`src/rtl/seg_pkg.sv`:
```
// rtl/seg_pkg.sv - shared constants and types for the 4-digit segment scan controller
// Contents: digit count, active-low segment patterns (bit 6 = a .. bit 0 = g),
//           dash/blank patterns, and the 2-bit digit index type.
package seg_pkg;

  localparam int NUM_DIGITS = 4;

  localparam logic [6:0] SEG_BLANK = 7'h7F;
  localparam logic [6:0] SEG_DASH  = 7'h7E;

  localparam logic [6:0] SEG_0 = 7'b0000001;
  localparam logic [6:0] SEG_1 = 7'b1001111;
  localparam logic [6:0] SEG_2 = 7'b0010010;
  localparam logic [6:0] SEG_3 = 7'b0000110;
  localparam logic [6:0] SEG_4 = 7'b1001100;
  localparam logic [6:0] SEG_5 = 7'b0100100;
  localparam logic [6:0] SEG_6 = 7'b0100000;
  localparam logic [6:0] SEG_7 = 7'b0001111;
  localparam logic [6:0] SEG_8 = 7'b0000000;
  localparam logic [6:0] SEG_9 = 7'b0000100;

  typedef logic [1:0] digit_idx_t;

endpackage

```
`src/rtl/seg_decode.sv`:
```
// rtl/seg_decode.sv - combinational BCD nibble to active-low 7-segment decoder
// Ports:
//   i_nibble  in   4  BCD digit; values A-F render as a dash
//   o_seg     out  7  active-low cathodes, bit 6 = segment a, bit 0 = segment g
module seg_decode
  import seg_pkg::*;
(
  input  logic [3:0] i_nibble,
  output logic [6:0] o_seg
);

  always_comb begin
    o_seg = SEG_DASH;
    case (i_nibble)
      4'd0:    o_seg = SEG_0;
      4'd1:    o_seg = SEG_1;
      4'd2:    o_seg = SEG_2;
      4'd3:    o_seg = SEG_3;
      4'd4:    o_seg = SEG_4;
      4'd5:    o_seg = SEG_5;
      4'd6:    o_seg = SEG_6;
      4'd7:    o_seg = SEG_7;
      4'd8:    o_seg = SEG_8;
      4'd9:    o_seg = SEG_9;
      default: o_seg = SEG_DASH;
    endcase
  end

endmodule

```
`src/rtl/seg_scan_ctrl.sv`:
```
// rtl/seg_scan_ctrl.sv - multiplexed 4-digit 7-segment scan controller with tear-free value load
// Ports:
//   clk          in   1   clock
//   rst_n        in   1   asynchronous active-low reset
//   value_i      in   16  four BCD nibbles, [3:0] is digit 0 (rightmost)
//   value_valid  in   1   value_i offered
//   value_ready  out  1   one-entry pending register is empty
//   blank_mask   in   4   bit d forces digit d dark (live)
//   lzb_en       in   1   leading-zero blanking enable (live)
//   bright       in   3   brightness 0..7, 7 = whole slot (live)
//   an           out  4   active-low anodes, registered
//   seg          out  7   active-low cathodes, registered
//   frame_tick   out  1   high during the cycle the digit index wraps 3->0
module seg_scan_ctrl
  import seg_pkg::*;
#(
  parameter int DIGIT_TICKS = 262144
) (
  input  logic        clk,
  input  logic        rst_n,
  input  logic [15:0] value_i,
  input  logic        value_valid,
  output logic        value_ready,
  input  logic [3:0]  blank_mask,
  input  logic        lzb_en,
  input  logic [2:0]  bright,
  output logic [3:0]  an,
  output logic [6:0]  seg,
  output logic        frame_tick
);

  localparam int PW = $clog2(DIGIT_TICKS);
  localparam logic [PW-1:0] PRESC_MAX = PW'(DIGIT_TICKS - 1);
  localparam logic [PW-1:0] PRESC_PRE = PW'(DIGIT_TICKS - 2);

  logic [PW-1:0] r_presc;
  digit_idx_t    r_digit;
  logic [15:0]   r_pend;
  logic          r_pend_full;
  logic [15:0]   r_disp;
  logic [3:0]    r_an;
  logic [6:0]    r_seg;
  logic          r_frame_tick;

  logic          w_slot_end;
  logic          w_frame_start;
  logic          w_accept;
  logic [3:0]    w_nib;
  logic [6:0]    w_dec_seg;
  logic          w_lead_zero;
  logic          w_dim_on;
  logic          w_guard;
  logic          w_blank;

  assign w_slot_end    = (r_presc == PRESC_MAX);
  assign w_frame_start = w_slot_end && (r_digit == digit_idx_t'(NUM_DIGITS - 1));
  assign w_accept      = value_valid && !r_pend_full;
  assign value_ready   = !r_pend_full;

  assign w_nib = r_disp[{r_digit, 2'b00} +: 4];

  // Digit d is a leading zero when it and every higher nibble are zero;
  // digit 0 always shows so a zero value still reads "0".
  assign w_lead_zero = lzb_en && (r_digit != 2'd0) && ((r_disp >> {r_digit, 2'b00}) == 16'h0000);

  // Slot is split into eighths by the top three prescaler bits; the anode
  // stays on for the first bright+1 eighths.
  assign w_dim_on = (r_presc[PW-1 -: 3] <= bright);

  // First tick of every slot is dark so the previous digit's cathodes never
  // bleed into the newly selected anode.
  assign w_guard = (r_presc == '0);

  assign w_blank = blank_mask[r_digit] || w_lead_zero || !w_dim_on || w_guard;

  seg_decode u_decode (
    .i_nibble (w_nib),
    .o_seg    (w_dec_seg)
  );

  always_ff @(posedge clk or negedge rst_n) begin
    if (!rst_n) begin
      r_presc      <= '0;
      r_digit      <= '0;
      r_frame_tick <= 1'b0;
    end else begin
      r_presc <= w_slot_end ? '0 : r_presc + PW'(1);
      if (w_slot_end) begin
        r_digit <= r_digit + 2'd1;
      end
      // Registered one cycle early so the pulse lines up with the wrap cycle.
      r_frame_tick <= (r_presc == PRESC_PRE) && (r_digit == digit_idx_t'(NUM_DIGITS - 1));
    end
  end

  // Display register only moves at frame start, so a frame never mixes
  // digits from two different values.
  always_ff @(posedge clk or negedge rst_n) begin
    if (!rst_n) begin
      r_pend      <= '0;
      r_pend_full <= 1'b0;
      r_disp      <= '0;
    end else begin
      if (w_frame_start && r_pend_full) begin
        r_disp      <= r_pend;
        r_pend_full <= 1'b0;
      end else if (w_accept) begin
        r_pend      <= value_i;
        r_pend_full <= 1'b1;
      end
    end
  end

  always_ff @(posedge clk or negedge rst_n) begin
    if (!rst_n) begin
      r_an  <= 4'hF;
      r_seg <= SEG_BLANK;
    end else if (w_blank) begin
      r_an  <= 4'hF;
      r_seg <= SEG_BLANK;
    end else begin
      r_an  <= ~(4'b0001 << r_digit);
      r_seg <= w_dec_seg;
    end
  end

  assign an         = r_an;
  assign seg        = r_seg;
  assign frame_tick = r_frame_tick;

endmodule

```
`config.mk`:
```
export PLATFORM = sky130hd
export DESIGN_NAME = seg_scan_ctrl
export DESIGN_NICKNAME = d
export VERILOG_FILES = /design/src/rtl/seg_pkg.sv /design/src/rtl/seg_decode.sv /design/src/rtl/seg_scan_ctrl.sv
export SDC_FILE = /design/constraint.sdc
export NUM_CORES = 1
export LEC_CHECK = 0
export BUFFER_PORTS_ARGS = -buffer_cell sky130_fd_sc_hd__buf_4
export CORE_MARGIN = 2
export CORE_UTILIZATION = 35
export CTS_CLUSTER_DIAMETER = 30
export DETAILED_ROUTE_END_ITERATION = 8
export PLACE_DENSITY = 0.5
export SETUP_SLACK_MARGIN = 0.5
export SYNTH_ARGS = -nofsm -noshare
export SYNTH_HDL_FRONTEND = slang
export SYNTH_SLANG_ARGS = --single-unit
```
`constraint.sdc`:
```
create_clock -name clk -period 3.3 [get_ports clk]
set_input_delay 0.165 -clock clk [delete_from_list [all_inputs] [get_ports clk]]
set_output_delay 0.165 -clock clk [all_outputs]
set_load 0.01 [all_outputs]
```
==> results of run 1 <==
[power breakdown]
part | internal [µW] | switching [µW]
Sequential | 832 | 15.0
Combinational | 50.3 | 35.0
Clock | 262 | 309
Total | 1140 | 359
[placed cells by master (no fill, tap or decap), types with 4 or more instances in the layout]
cell                        n
sky130_fd_sc_hd__nor2_1    15
sky130_fd_sc_hd__nor4_1     7
sky130_fd_sc_hd__and3_1     4
sky130_fd_sc_hd__dfrtp_1   53
sky130_fd_sc_hd__mux2_2    27
sky130_fd_sc_hd__mux2i_1    6
sky130_fd_sc_hd__xnor2_1    9
sky130_fd_sc_hd__nand3_1   12
sky130_fd_sc_hd__xor2_1     7
sky130_fd_sc_hd__nand2_1   16
sky130_fd_sc_hd__mux2_4     9
sky130_fd_sc_hd__ha_1      14
sky130_fd_sc_hd__buf_4     43
sky130_fd_sc_hd__clkbuf_8   9
sky130_fd_sc_hd__nand4_1    5
sky130_fd_sc_hd__o21ai_0    5
sky130_fd_sc_hd__inv_1     11
sky130_fd_sc_hd__and4_1     4
sky130_fd_sc_hd__dfstp_2   11
[metrics by stage]
step / std cells / power, µW
final: 403 / 1500
after global routing: 403 / 1580
after CTS: 403 / 1530
after detailed placement: 387 / 950
after global placement: 387 / 949
after floorplan: 246 / 891
[worst reg2reg max path, cell delays in order, from the launching register on]
cell	delay (ps)
sky130_fd_sc_hd__dfrtp_2	500
sky130_fd_sc_hd__mux4_2	580
sky130_fd_sc_hd__inv_1	130
sky130_fd_sc_hd__ha_1	220
sky130_fd_sc_hd__nor4b_1	240
sky130_fd_sc_hd__nand2_1	90
sky130_fd_sc_hd__a211oi_1	260
sky130_fd_sc_hd__nor4_1	70
sky130_fd_sc_hd__buf_4	180
sky130_fd_sc_hd__o211ai_1	80
[logic make-up after synthesis]
kind of cell    count (synthesis)  share of synthesized area
compound gates                 15                     0.0323
xor+xnor                       16                     0.0453
fa+ha+maj                      14                     0.0566
buf+inv                        21                     0.0323
flops                          65                      0.530
mux                            45                      0.183
simple gates                   70                      0.121
[registers in the layout, indices dropped and copies added, names as in the netlist]
register	count
r_pend	16
r_digit	2
frame_tick	1
r_pend_full	1
an	4
r_disp	16
r_presc	18
seg	7
[how the worst max path moves through the flow]
stage | start | end | slack (ps) | cells past startpoint
2_1_floorplan | r_digit[0] | seg[3] | 930 | 10
3_3_place_gp | r_digit[0] | seg[4] | 890 | 9
3_5_place_dp | r_digit[0] | seg[4] | 770 | 9
4_1_cts | r_digit[0] | seg[4] | 750 | 9
5_1_grt | r_digit[0] | seg[4] | 610 | 9
6_report | r_digit[0] | seg[4] | 880 | 9
[metal layers]
metal  track usage  wire length [µm]  vias to the layer above
met3        0.0401               264                       12
met2         0.202              2670                       38
met5             0                 0                        -
li1              -                 -                      952
met4        0.0481                93                        0
met1         0.183              3020                      974
[timing repair]
action | CTS | global route
hold buffers | 1 | 0
setup buffers | 0 | 0
hold endpoints to repair | 54 | 0
setup endpoints to repair | 0 | 1
resized for setup | 0 | 1
[layout make-up]
cell class / count / area, µm²
clock buffers: 9 / 124
clock inverters: 6 / 36.3
fillers: 850 / 4970
inverters: 11 / 41.3
multi-input cells: 160 / 1360
flip-flops and latches: 65 / 1640
well taps: 108 / 135
repair buffers: 44 / 333
==> results.txt, run 1 <==
----------------------------------------------------
[Clock network]
  Clock tree from TritonCTS ... done
  Reg clk slew, reported paths ... 70 ps
  Number of buffers inserted during clock tree synthesis ... 9
  Root buf cell ... sky130_fd_sc_hd__clkbuf_8
  # clock sinks ... 65
  Level count of the clock H-tree ... 3
  Clock latency reported for the late side of the worst-skew pair ... 340 ps
  Worst-case clock buffer depth ... 2

[Placed design]
  Final weighted congestion in routability-driven placement ... 0.788
  Detailed-placement wirelength estimate ... 4320 µm
  Count of buffers from port buffering ... 39
  Pre-CTS setup slack ... 772 ps
  Placement-stage cell area ... 3500 µm²

[Min path]
  Worst Hold Depth ... 2
  Hold Path End ... r_pend_full
  Hold Path Class ... in -> reg
  Startpoint of the lowest-slack hold path ... value_valid

[Worst setup path]
  Endpoint kind of the worst setup timing path ... flop
  Data arrival time of the critical path ... 2680 ps
  Type of the worst setup path ... reg -> reg
  Critical path required time ... 3560 ps
  Reg-to-Reg End ... seg[4]
  Worst path max stage delay ... 580 ps
  Critical R2R Launch ... r_digit[0]
  Element type at the critical path start ... flop
  Slack of the worst reg-to-reg path ... 880 ps
  CP max-delay cell ... sky130_fd_sc_hd__mux4_2
  Critical Path, Cell by Cell ... mux4_2 > inv_1 > ha_1 > nor4b_1 > nand2_1 > a211oi_1 > nor4_1 > buf_4 > o211ai_1
  Critical path fanouts, max ... 11
  Worst-case reg-to-reg path depth ... 9
  Count of buffer and inverter cells on the critical path ... 2
  Largest delay contributor family on the critical path ... multiplexers

[Yosys]
  Post-Synthesis Mean Instance Area ... 12.6 µm²
  Synth area leader ... sky130_fd_sc_hd__dfrtp_1
  Top cells by area in the synthesized netlist ... sky130_fd_sc_hd__dfrtp_1 (44%), sky130_fd_sc_hd__mux2_2 (9.8%), sky130_fd_sc_hd__dfstp_2 (9.3%), sky130_fd_sc_hd__ha_1 (5.7%), sky130_fd_sc_hd__mux2_4 (4.4%)
  Register bit total from synthesis ... 65
  Ranking of synthesized cells by instance count ... sky130_fd_sc_hd__dfrtp_1 (54), sky130_fd_sc_hd__mux2_2 (27), sky130_fd_sc_hd__nand2_1 (16), sky130_fd_sc_hd__nor2_1 (15), sky130_fd_sc_hd__ha_1 (14)
  Sequential element share of the synthesized area ... 0.530
  Unique cell type count in the Yosys netlist ... 33
  Leading register cell type out of synthesis ... sky130_fd_sc_hd__dfrtp_1
  Share of the synthesized area in the top cell type ... 0.436
  Syn Std Cell Area ... 3100 µm²
  Syn Nets ... 287
  Post-synthesis cell count ... 246
  Number of enable-type register cells in the synthesized netlist ... 0
  Library cell with the highest instance count after synthesis ... sky130_fd_sc_hd__dfrtp_1
  Async SR Flop Fraction ... 1.00
  Syn. warnings ... 0

[Status]
  Outcome ... completed

[Timing]
  Setup TNS ... 0 ps
  Transition time at the pin with the least slew margin ... 821 ps
  Maximum frequency from static timing analysis ... 0.413 GHz
  Slew headroom ... 0.453
  Period minus WS final ... 2420 ps
  Final Hold Viols ... 0
  Finish-stage setup viols ... 0
  Max Slew Vio Count ... 0
  Hold slack final ... 41.0 ps
  PnR worst setup slack ... 877 ps
  RSZ-0062 raised after global routing ... false
  Largest clock skew in the final design ... 14.9 ps
  Final worst path period share ... 0.734

[Pwr]
  Power density normalized to cell area ... 410 nW/µm²
  Peak supply drop ... 0.191 mV
  Static leakage ... 0.00170 µW

[Finish]
  Share of post-route cells with drive strength above 1 ... 0.369
  P&R area growth vs syn ... 18.4%
  Post-layout utilization of the core ... 0.425
  Antenna cells ... 0
  Net count of the finished layout ... 332
  Finished layout cell area ... 3670 µm²

[Detailed routing]
  Per-cell via count in the routed design ... 4.90
  Wire length after detailed routing ... 6040 µm
  1st-iter DRT viols ... 48
  Number of optimization iterations in the first detailed-route pass ... 4
  Antenna viol nets, final ... 0
  DR vias ... 1976
  DRC violation count after routing ... 0
  Wire length per cell after detailed routing ... 15.0 µm

[Die]
  Boundary pin count ... 40
  Vertical die dimension ... 98.1 µm
  Area of the die ... 9620 µm²
  Die width ... 98.1 µm
  Floorplan core area ... 8640 µm²
  Initial standard-cell utilization of the core ... 0.359
  Number of cell rows ... 34

[Global routing]
  Number of global-route vias before repair ... 2045
  Total GRT Usage ... 0.134
  Antenna violations before repair ... 0
  Residual overflow from global routing ... 0
  Pin count of the biggest net entering global routing ... 66
  First-pass GRT wire length ... 10200 µm

[Flow run]
  Max Cap Violations ... 0

----------------------------------------------------
(Power assumes the default switching activity.)
==> run 2: changes to the inputs <==
Clock period 3.3 ns to 2.45 ns, I/O delays scaled along.
==> run 2 against run 1 <==
Effect of this change:
- sequential power increased by 35%
- register-to-register slack got worse by 480 ps
- sequential cell count unchanged
- hold slack got worse by 17 ps
- clock power increased by 55%
- non-clock buffer count increased by 10
- clock skew decreased by 7.5 ps
- critical path depth unchanged
- die area unchanged
- first-iteration DRC count increased by 10%
- worst setup slack got worse by 480 ps
- largest power group unchanged
==> results.txt, run 2 (synthesized netlist as in run 1, its figures left out) <==
----------------------------------------------------
[Pwr]
  Peak supply drop ... 0.284 mV (was 0.191 mV)
  Static leakage ... 0.00180 µW (was 0.00170 µW)
  Fraction of power spent switching nets ... 0.213 (was 0.239)
  Combinational fraction of design power ... 0.056 (was 0.057)
  Register share of total power ... 0.532 (was 0.563)
  Switching power summed over all nets ... 457 µW (was 359 µW)
  Proportion of power drawn by the clock network ... 0.412 (was 0.380)
  Cell internal power dissipation ... 1690 µW (was 1140 µW)
  Power density normalized to cell area ... 558 nW/µm² (was 410 nW/µm²)

[Timing]
  Final worst path period share ... 0.836 (was 0.734)
  Transition time at the pin with the least slew margin ... 812 ps (was 821 ps)
  Period minus WS final ... 2050 ps (was 2420 ps)
  Slew headroom ... 0.459 (was 0.453)
  RSZ-0062 raised after global routing ... true (was false)
  Largest clock skew in the final design ... 7.41 ps (was 14.9 ps)
  PnR worst setup slack ... 401 ps (was 877 ps)
  Final Hold Viols ... 0 (unchanged)
  Setup TNS ... 0 ps (unchanged)
  Maximum frequency from static timing analysis ... 0.488 GHz (was 0.413 GHz)
  Finish-stage setup viols ... 0 (unchanged)
  Max Slew Vio Count ... 0 (unchanged)

[Clock network]
  Number of buffers inserted during clock tree synthesis ... 9 (unchanged)
  Clock tree from TritonCTS ... done (unchanged)
  Level count of the clock H-tree ... 3 (unchanged)
  # clock sinks ... 65 (unchanged)
  Worst-case clock buffer depth ... 2 (unchanged)
  Root buf cell ... sky130_fd_sc_hd__clkbuf_8 (unchanged)
  Clock latency reported for the late side of the worst-skew pair ... 330 ps (was 340 ps)
  Reg clk slew, reported paths ... 70 ps (about the same)

[Worst setup path]
  Critical path required time ... 2700 ps (was 3560 ps)
  Slack of the worst reg-to-reg path ... 400 ps (was 880 ps)
  Reg-to-Reg End ... seg[4] (unchanged)
  Largest delay contributor family on the critical path ... multiplexers (unchanged)
  Data arrival time of the critical path ... 2300 ps (was 2680 ps)
  Count of buffer and inverter cells on the critical path ... 2 (unchanged)
  Worst-case reg-to-reg path depth ... 9 (unchanged)
  Worst path max stage delay ... 540 ps (was 580 ps)
  Element type at the critical path start ... flop (unchanged)
  Critical Path, Cell by Cell ... mux4_2 > inv_2 > ha_4 > nor4b_4 > nand2_1 > a211oi_2 > nor4_2 > buf_4 > o211ai_1 (was mux4_2 > inv_1 > ha_1 > nor4b_1 > nand2_1 > a211oi_1 > nor4_1 > buf_4 > o211ai_1)
  Critical path fanouts, max ... 6 (was 11)
  CP max-delay cell ... sky130_fd_sc_hd__mux4_2 (unchanged)
  Type of the worst setup path ... reg -> reg (unchanged)
  Critical R2R Launch ... r_digit[0] (unchanged)
  Endpoint kind of the worst setup timing path ... flop (unchanged)

[Placed design]
  Pre-CTS setup slack ... 307 ps (was 772 ps)
  Final weighted congestion in routability-driven placement ... 0.731 (was 0.788)
  Post-Place Cells ... 389 (was 387)
  Placement-stage cell area ... 3540 µm² (was 3500 µm²)
  Count of buffers from port buffering ... 39 (unchanged)
  Detailed-placement wirelength estimate ... 4350 µm (was 4320 µm)

[Global routing]
  Residual overflow from global routing ... 0 (unchanged)
  Antenna violations before repair ... 0 (unchanged)
  Number of global-route vias before repair ... 2197 (was 2045)
  Pin count of the biggest net entering global routing ... 66 (unchanged)
  First-pass GRT wire length ... 11000 µm (was 10200 µm)
  Total GRT Usage ... 0.144 (was 0.134)

[Finish]
  Most frequent cells in the layout ... sky130_fd_sc_hd__dfrtp_1 (52), sky130_fd_sc_hd__buf_4 (50), sky130_fd_sc_hd__mux2_2 (27) (was sky130_fd_sc_hd__dfrtp_1 (53), sky130_fd_sc_hd__buf_4 (43), sky130_fd_sc_hd__mux2_2 (27))
  Net count of the finished layout ... 342 (was 332)
  P&R area growth vs syn ... 24.0% (was 18.4%)
  Post-layout utilization of the core ... 0.445 (was 0.425)
  Antenna cells ... 0 (unchanged)
  Flip-flop count of the largest register after layout ... 18 (unchanged)
  Register bank with the most flops ... r_presc (unchanged)
  Commonest non-fill, non-tap cell in the layout ... sky130_fd_sc_hd__dfrtp_1 (unchanged)
  Largest registers in the final layout ... r_presc: 18 flops, r_disp: 16 flops, r_pend: 16 flops (unchanged)
  Area of the multi-input gates ... 1410 µm² (was 1360 µm²)
  Finished layout cell area ... 3840 µm² (was 3670 µm²)
  FF/Latch Area ... 1640 µm² (about the same)
  Share of post-route cells with drive strength above 1 ... 0.422 (was 0.369)
  Layout Cells excl Fill ... 414 (was 403)
  Filler cell count in the final layout ... 809 (was 850)

[Die]
  Initial standard-cell utilization of the core ... 0.359 (unchanged)
  Boundary pin count ... 40 (unchanged)
  Vertical die dimension ... 98.1 µm (unchanged)
  Area of the die ... 9620 µm² (unchanged)
  Die width ... 98.1 µm (unchanged)
  Number of cell rows ... 34 (unchanged)
  Floorplan core area ... 8640 µm² (unchanged)

[Detailed routing]
  DR vias ... 2054 (was 1976)
  DRC violation count after routing ... 0 (unchanged)
  Number of optimization iterations in the first detailed-route pass ... 4 (unchanged)
  Antenna viol nets, final ... 0 (unchanged)
  Wire length after detailed routing ... 6150 µm (was 6040 µm)
  Per-cell via count in the routed design ... 4.96 (was 4.90)
  1st-iter DRT viols ... 53 (was 48)
  Wire length per cell after detailed routing ... 14.9 µm (was 15.0 µm)

[Min path]
  Hold Path End ... r_pend[3] (was r_pend_full)
  Startpoint of the lowest-slack hold path ... value_i[3] (was value_valid)
  Worst Hold Depth ... 2 (unchanged)
  Hold Path Class ... in -> reg (unchanged)

[Status]
  Outcome ... completed (unchanged)

[Flow run]
  Max Cap Violations ... 0 (unchanged)

----------------------------------------------------
[run 2: cell count changes in the layout (fill, tap and decap cells not counted), sizes merged]
cell,before,now
clkinvlp,3,0
dlygate4sd3,1,2
bufinv,0,1
clkinv,3,2
buf,43,52
clkbuf,9,13
[run 2: worst reg2reg max path, delay by kind of cell, from the launching register on]
kind	cells	cell delay, ps
muxes	1	540
DFF	1	400
and+or+nand+nor	3	350
buffers and inverters	2	290
AOI/OAI and AO/OA	2	270
adders and majority gates	1	130
[run 2: worst max-delay path by stage]
stage	end	cells past startpoint	slack, ps	start
after floorplan	seg[6]	10	400	r_digit[0]
after global placement	seg[4]	9	430	r_digit[0]
after detailed placement	seg[4]	9	310	r_digit[0]
after CTS	seg[4]	9	350	r_digit[0]
after global routing	seg[4]	9	280	r_digit[0]
final	seg[4]	9	400	r_digit[0]
[run 2: stage by stage]
stage          total power, µW  hold WS [ps]
3_3_place_gp              1280           274
6_report                  2140          23.6
2_1_floorplan             1200          -173
4_1_cts                   2180          7.33
3_5_place_dp              1280           273
5_1_grt                   2260          4.17
[run 2: layout make-up]
class,instances,share of cell area
Multi-Input combinational cell,160,0.368
Sequential cell,65,0.428
Inverter,11,0.0108
Clock buffer,13,0.0388
Tap cell,108,0.0352
Timing Repair Buffer,54,0.109
Clock inverter,3,0.0104
[run 2: what timing repair did]
action	CTS	global route
endpoints found under the hold margin	55	0
buffers inserted	6	0
hold buffers	2	0
setup endpoints to repair	27	22
gates cloned	1	0
resized for setup	5	4
[run 2: routing by layer]
metal,routed length [µm],GRT usage,up-vias,part of all wire
met5,0,0,-,0
met4,100,0.0609,0,0.016
met3,219,0.0315,7,0.036
met2,2830,0.222,38,0.46
met1,3000,0.196,1030,0.49
li1,-,-,979,-
[run 2: power groups by stage]
stage / clock, µW / sequential, µW / combinational, µW
floorplan: 0 / 1160 / 43.4
global placement: 0 / 1160 / 116
detailed placement: 0 / 1160 / 118
CTS: 917 / 1140 / 123
global route: 977 / 1150 / 134
finish: 884 / 1140 / 119
==> run 3: changes to the inputs <==
Clock period 2.45 ns to 2.1 ns, I/O delays scaled along.
==> run 3 against run 2 <==
Effect of this change:
- global-route usage is 0.45 points higher
- hold slack better by 230 ps
- final cell count is 11% higher
- combinational power is 40% higher
- first-iteration DRC count is 9.4% higher
- die area stayed put
- sequential power is 17% higher
- register-to-register slack worse by 350 ps
- worst setup slack worse by 350 ps
- clock-buffer cell count is 2 lower
- via count is 4.2% higher
- sequential cell count stayed put
- largest cell class unchanged
- largest power group unchanged
==> results.txt, run 3 (synthesized netlist as in run 1, its figures left out) <==
----------------------------------------------------
[Clock network]
  Level count of the clock H-tree ... 3 (unchanged)
  Root buf cell ... sky130_fd_sc_hd__clkbuf_8 (unchanged)
  Clock latency reported for the late side of the worst-skew pair ... 350 ps (was 330 ps)
  # clock sinks ... 65 (unchanged)
  Worst-case clock buffer depth ... 2 (unchanged)
  Clock tree from TritonCTS ... done (unchanged)
  Reg clk slew, reported paths ... 70 ps (about the same)
  Number of buffers inserted during clock tree synthesis ... 9 (unchanged)

[Detailed routing]
  Per-cell via count in the routed design ... 4.66 (was 4.96)
  DRC violation count after routing ... 0 (unchanged)
  Wire length per cell after detailed routing ... 14.4 µm (was 14.9 µm)
  1st-iter DRT viols ... 58 (was 53)
  Number of optimization iterations in the first detailed-route pass ... 4 (unchanged)
  DR vias ... 2140 (was 2054)
  Antenna viol nets, final ... 0 (unchanged)
  Wire length after detailed routing ... 6620 µm (was 6150 µm)

[Worst setup path]
  Type of the worst setup path ... reg -> reg (unchanged)
  Critical R2R Launch ... r_digit[0] (unchanged)
  Critical path required time ... 2380 ps (was 2700 ps)
  Element type at the critical path start ... flop (unchanged)
  Slack of the worst reg-to-reg path ... 50 ps (was 400 ps)
  Endpoint kind of the worst setup timing path ... flop (unchanged)
  Worst-case reg-to-reg path depth ... 9 (unchanged)
  Reg-to-Reg End ... an[2] (was seg[4])
  Data arrival time of the critical path ... 2330 ps (was 2300 ps)
  Critical path fanouts, max ... 7 (was 6)

[Min path]
  Hold Path Class ... in -> reg (unchanged)
  Startpoint of the lowest-slack hold path ... blank_mask[1] (was value_i[3])
  Worst Hold Depth ... 4 (was 2)
  Hold Path End ... seg[2] (was r_pend[3])

[Finish]
  Share of post-route cells with drive strength above 1 ... 0.490 (was 0.422)
  Most frequent cells in the layout ... sky130_fd_sc_hd__buf_4 (73), sky130_fd_sc_hd__dfrtp_1 (50), sky130_fd_sc_hd__mux2_2 (26) (was sky130_fd_sc_hd__dfrtp_1 (52), sky130_fd_sc_hd__buf_4 (50), sky130_fd_sc_hd__mux2_2 (27))
  Post-layout utilization of the core ... 0.508 (was 0.445)
  P&R area growth vs syn ... 41.7% (was 24.0%)
  Antenna cells ... 0 (unchanged)
  Finished layout cell area ... 4390 µm² (was 3840 µm²)
  Commonest non-fill, non-tap cell in the layout ... sky130_fd_sc_hd__buf_4 (was sky130_fd_sc_hd__dfrtp_1)
  Net count of the finished layout ... 387 (was 342)
  Filler cell count in the final layout ... 799 (was 809)
  Largest registers in the final layout ... r_presc: 18 flops, r_disp: 16 flops, r_pend: 16 flops (unchanged)
  Flip-flop count of the largest register after layout ... 18 (unchanged)
  Register bank with the most flops ... r_presc (unchanged)

[Placed design]
  Detailed-placement wirelength estimate ... 4620 µm (was 4350 µm)
  Placement-stage cell area ... 3820 µm² (was 3540 µm²)
  Count of buffers from port buffering ... 39 (unchanged)
  Final weighted congestion in routability-driven placement ... 0.740 (was 0.731)

[Global routing]
  Antenna violations before repair ... 0 (unchanged)
  Pin count of the biggest net entering global routing ... 66 (unchanged)
  Residual overflow from global routing ... 0 (unchanged)
  Number of global-route vias before repair ... 2224 (was 2197)
  Total GRT Usage ... 0.148 (was 0.144)
  First-pass GRT wire length ... 11100 µm (was 11000 µm)

[Timing]
  Transition time at the pin with the least slew margin ... 812 ps (about the same)
  Maximum frequency from static timing analysis ... 0.487 GHz (was 0.488 GHz)
  Final worst path period share ... 0.978 (was 0.836)
  Slew headroom ... 0.458 (was 0.459)
  RSZ-0062 raised after global routing ... true (unchanged)
  Max Slew Vio Count ... 0 (unchanged)
  Finish-stage setup viols ... 0 (unchanged)
  Final Hold Viols ... 0 (unchanged)
  Period minus WS final ... 2050 ps (about the same)
  Largest clock skew in the final design ... 14.9 ps (was 7.41 ps)

[Pwr]
  Power density normalized to cell area ... 584 nW/µm² (was 558 nW/µm²)
  Static leakage ... 0.00204 µW (was 0.00180 µW)
  Peak supply drop ... 0.331 mV (was 0.284 mV)

[Die]
  Die width ... 98.1 µm (unchanged)
  Number of cell rows ... 34 (unchanged)
  Floorplan core area ... 8640 µm² (unchanged)
  Area of the die ... 9620 µm² (unchanged)
  Initial standard-cell utilization of the core ... 0.359 (unchanged)
  Vertical die dimension ... 98.1 µm (unchanged)
  Boundary pin count ... 40 (unchanged)

[Status]
  Outcome ... completed (unchanged)

[Flow run]
  Max Cap Violations ... 0 (unchanged)

----------------------------------------------------
-- run 3: cell count changes in the layout (fill, tap and decap cells not counted), moves of 3 or more --
| cell | delta |
|---|---|
| sky130_fd_sc_hd__buf_4 | +23 |
| sky130_fd_sc_hd__and3_4 | +3 |
| sky130_fd_sc_hd__nand3_1 | -3 |
| sky130_fd_sc_hd__dlygate4sd3_1 | +16 |
-- run 3: what timing repair did --
action / in CTS / in global routing
resized for setup: 10 / 18
setup endpoints to repair: 38 / 40
buffers inserted: 0 / 5
hold endpoints to repair: 71 / 0
cloned: 1 / 1
pin swaps: 4 / 5
hold buffers: 18 / 0
-- run 3: layer usage --
metal,up-vias,wire [µm],global-route usage
met2,31,3100,0.230
met3,7,207,0.0365
met1,1037,3220,0.201
met5,-,0,0
li1,1065,-,-
met4,0,90,0.0577
-- run 3: worst max-delay path by stage --
stage,start,endpoint,slack (ps),depth (start not counted)
6_report,r_digit[0],an[2],50,9
5_1_grt,r_digit[0],an[2],-90,9
4_1_cts,r_digit[0],seg[6],-30,9
3_5_place_dp,r_digit[0],seg[5],-300,9
3_3_place_gp,r_digit[0],seg[6],-270,9
2_1_floorplan,r_digit[0],seg[6],50,10
-- run 3: cell type report --
cell class | instances | area [µm²] | share of cell area
clock buffer | 11 | 141 | 0.0322
clock inverter | 5 | 55.1 | 0.0125
inverter | 11 | 41.3 | 0.00941
multi-input combinational | 160 | 1500 | 0.341
sequential | 65 | 1650 | 0.375
tap | 108 | 135 | 0.0308
timing repair buffer | 99 | 871 | 0.199
-- run 3: worst max-delay path, stage by stage (launching register included) --
cell                       delay, ps
sky130_fd_sc_hd__dfrtp_2         400
sky130_fd_sc_hd__mux4_2          530
sky130_fd_sc_hd__inv_2           100
sky130_fd_sc_hd__ha_4            130
sky130_fd_sc_hd__nor4b_4         180
sky130_fd_sc_hd__nand2_2          90
sky130_fd_sc_hd__a211oi_4        220
sky130_fd_sc_hd__nor4_4          110
sky130_fd_sc_hd__buf_12          170
sky130_fd_sc_hd__nand2_1          60
-- run 3: report_power, final --
part	switching (µW)	internal [µW]
Sequential	22.5	1310
Clock	490	577
Combinational	62.7	105
-- run 3: through the flow --
stage | hold slack [ps] | setup WS, ps | TNS, ps | instances | power [µW]
after floorplan | -191 | 50.0 | 0 | 246 | 1400
after global placement | 253 | -274 | -2490 | 418 | 1490
after detailed placement | 255 | -304 | -2780 | 418 | 1500
after CTS | 238 | -27.4 | -119 | 453 | 2610
after global routing | 265 | -91.5 | -605 | 459 | 2670
final | 255 | 47.1 | 0 | 459 | 2560
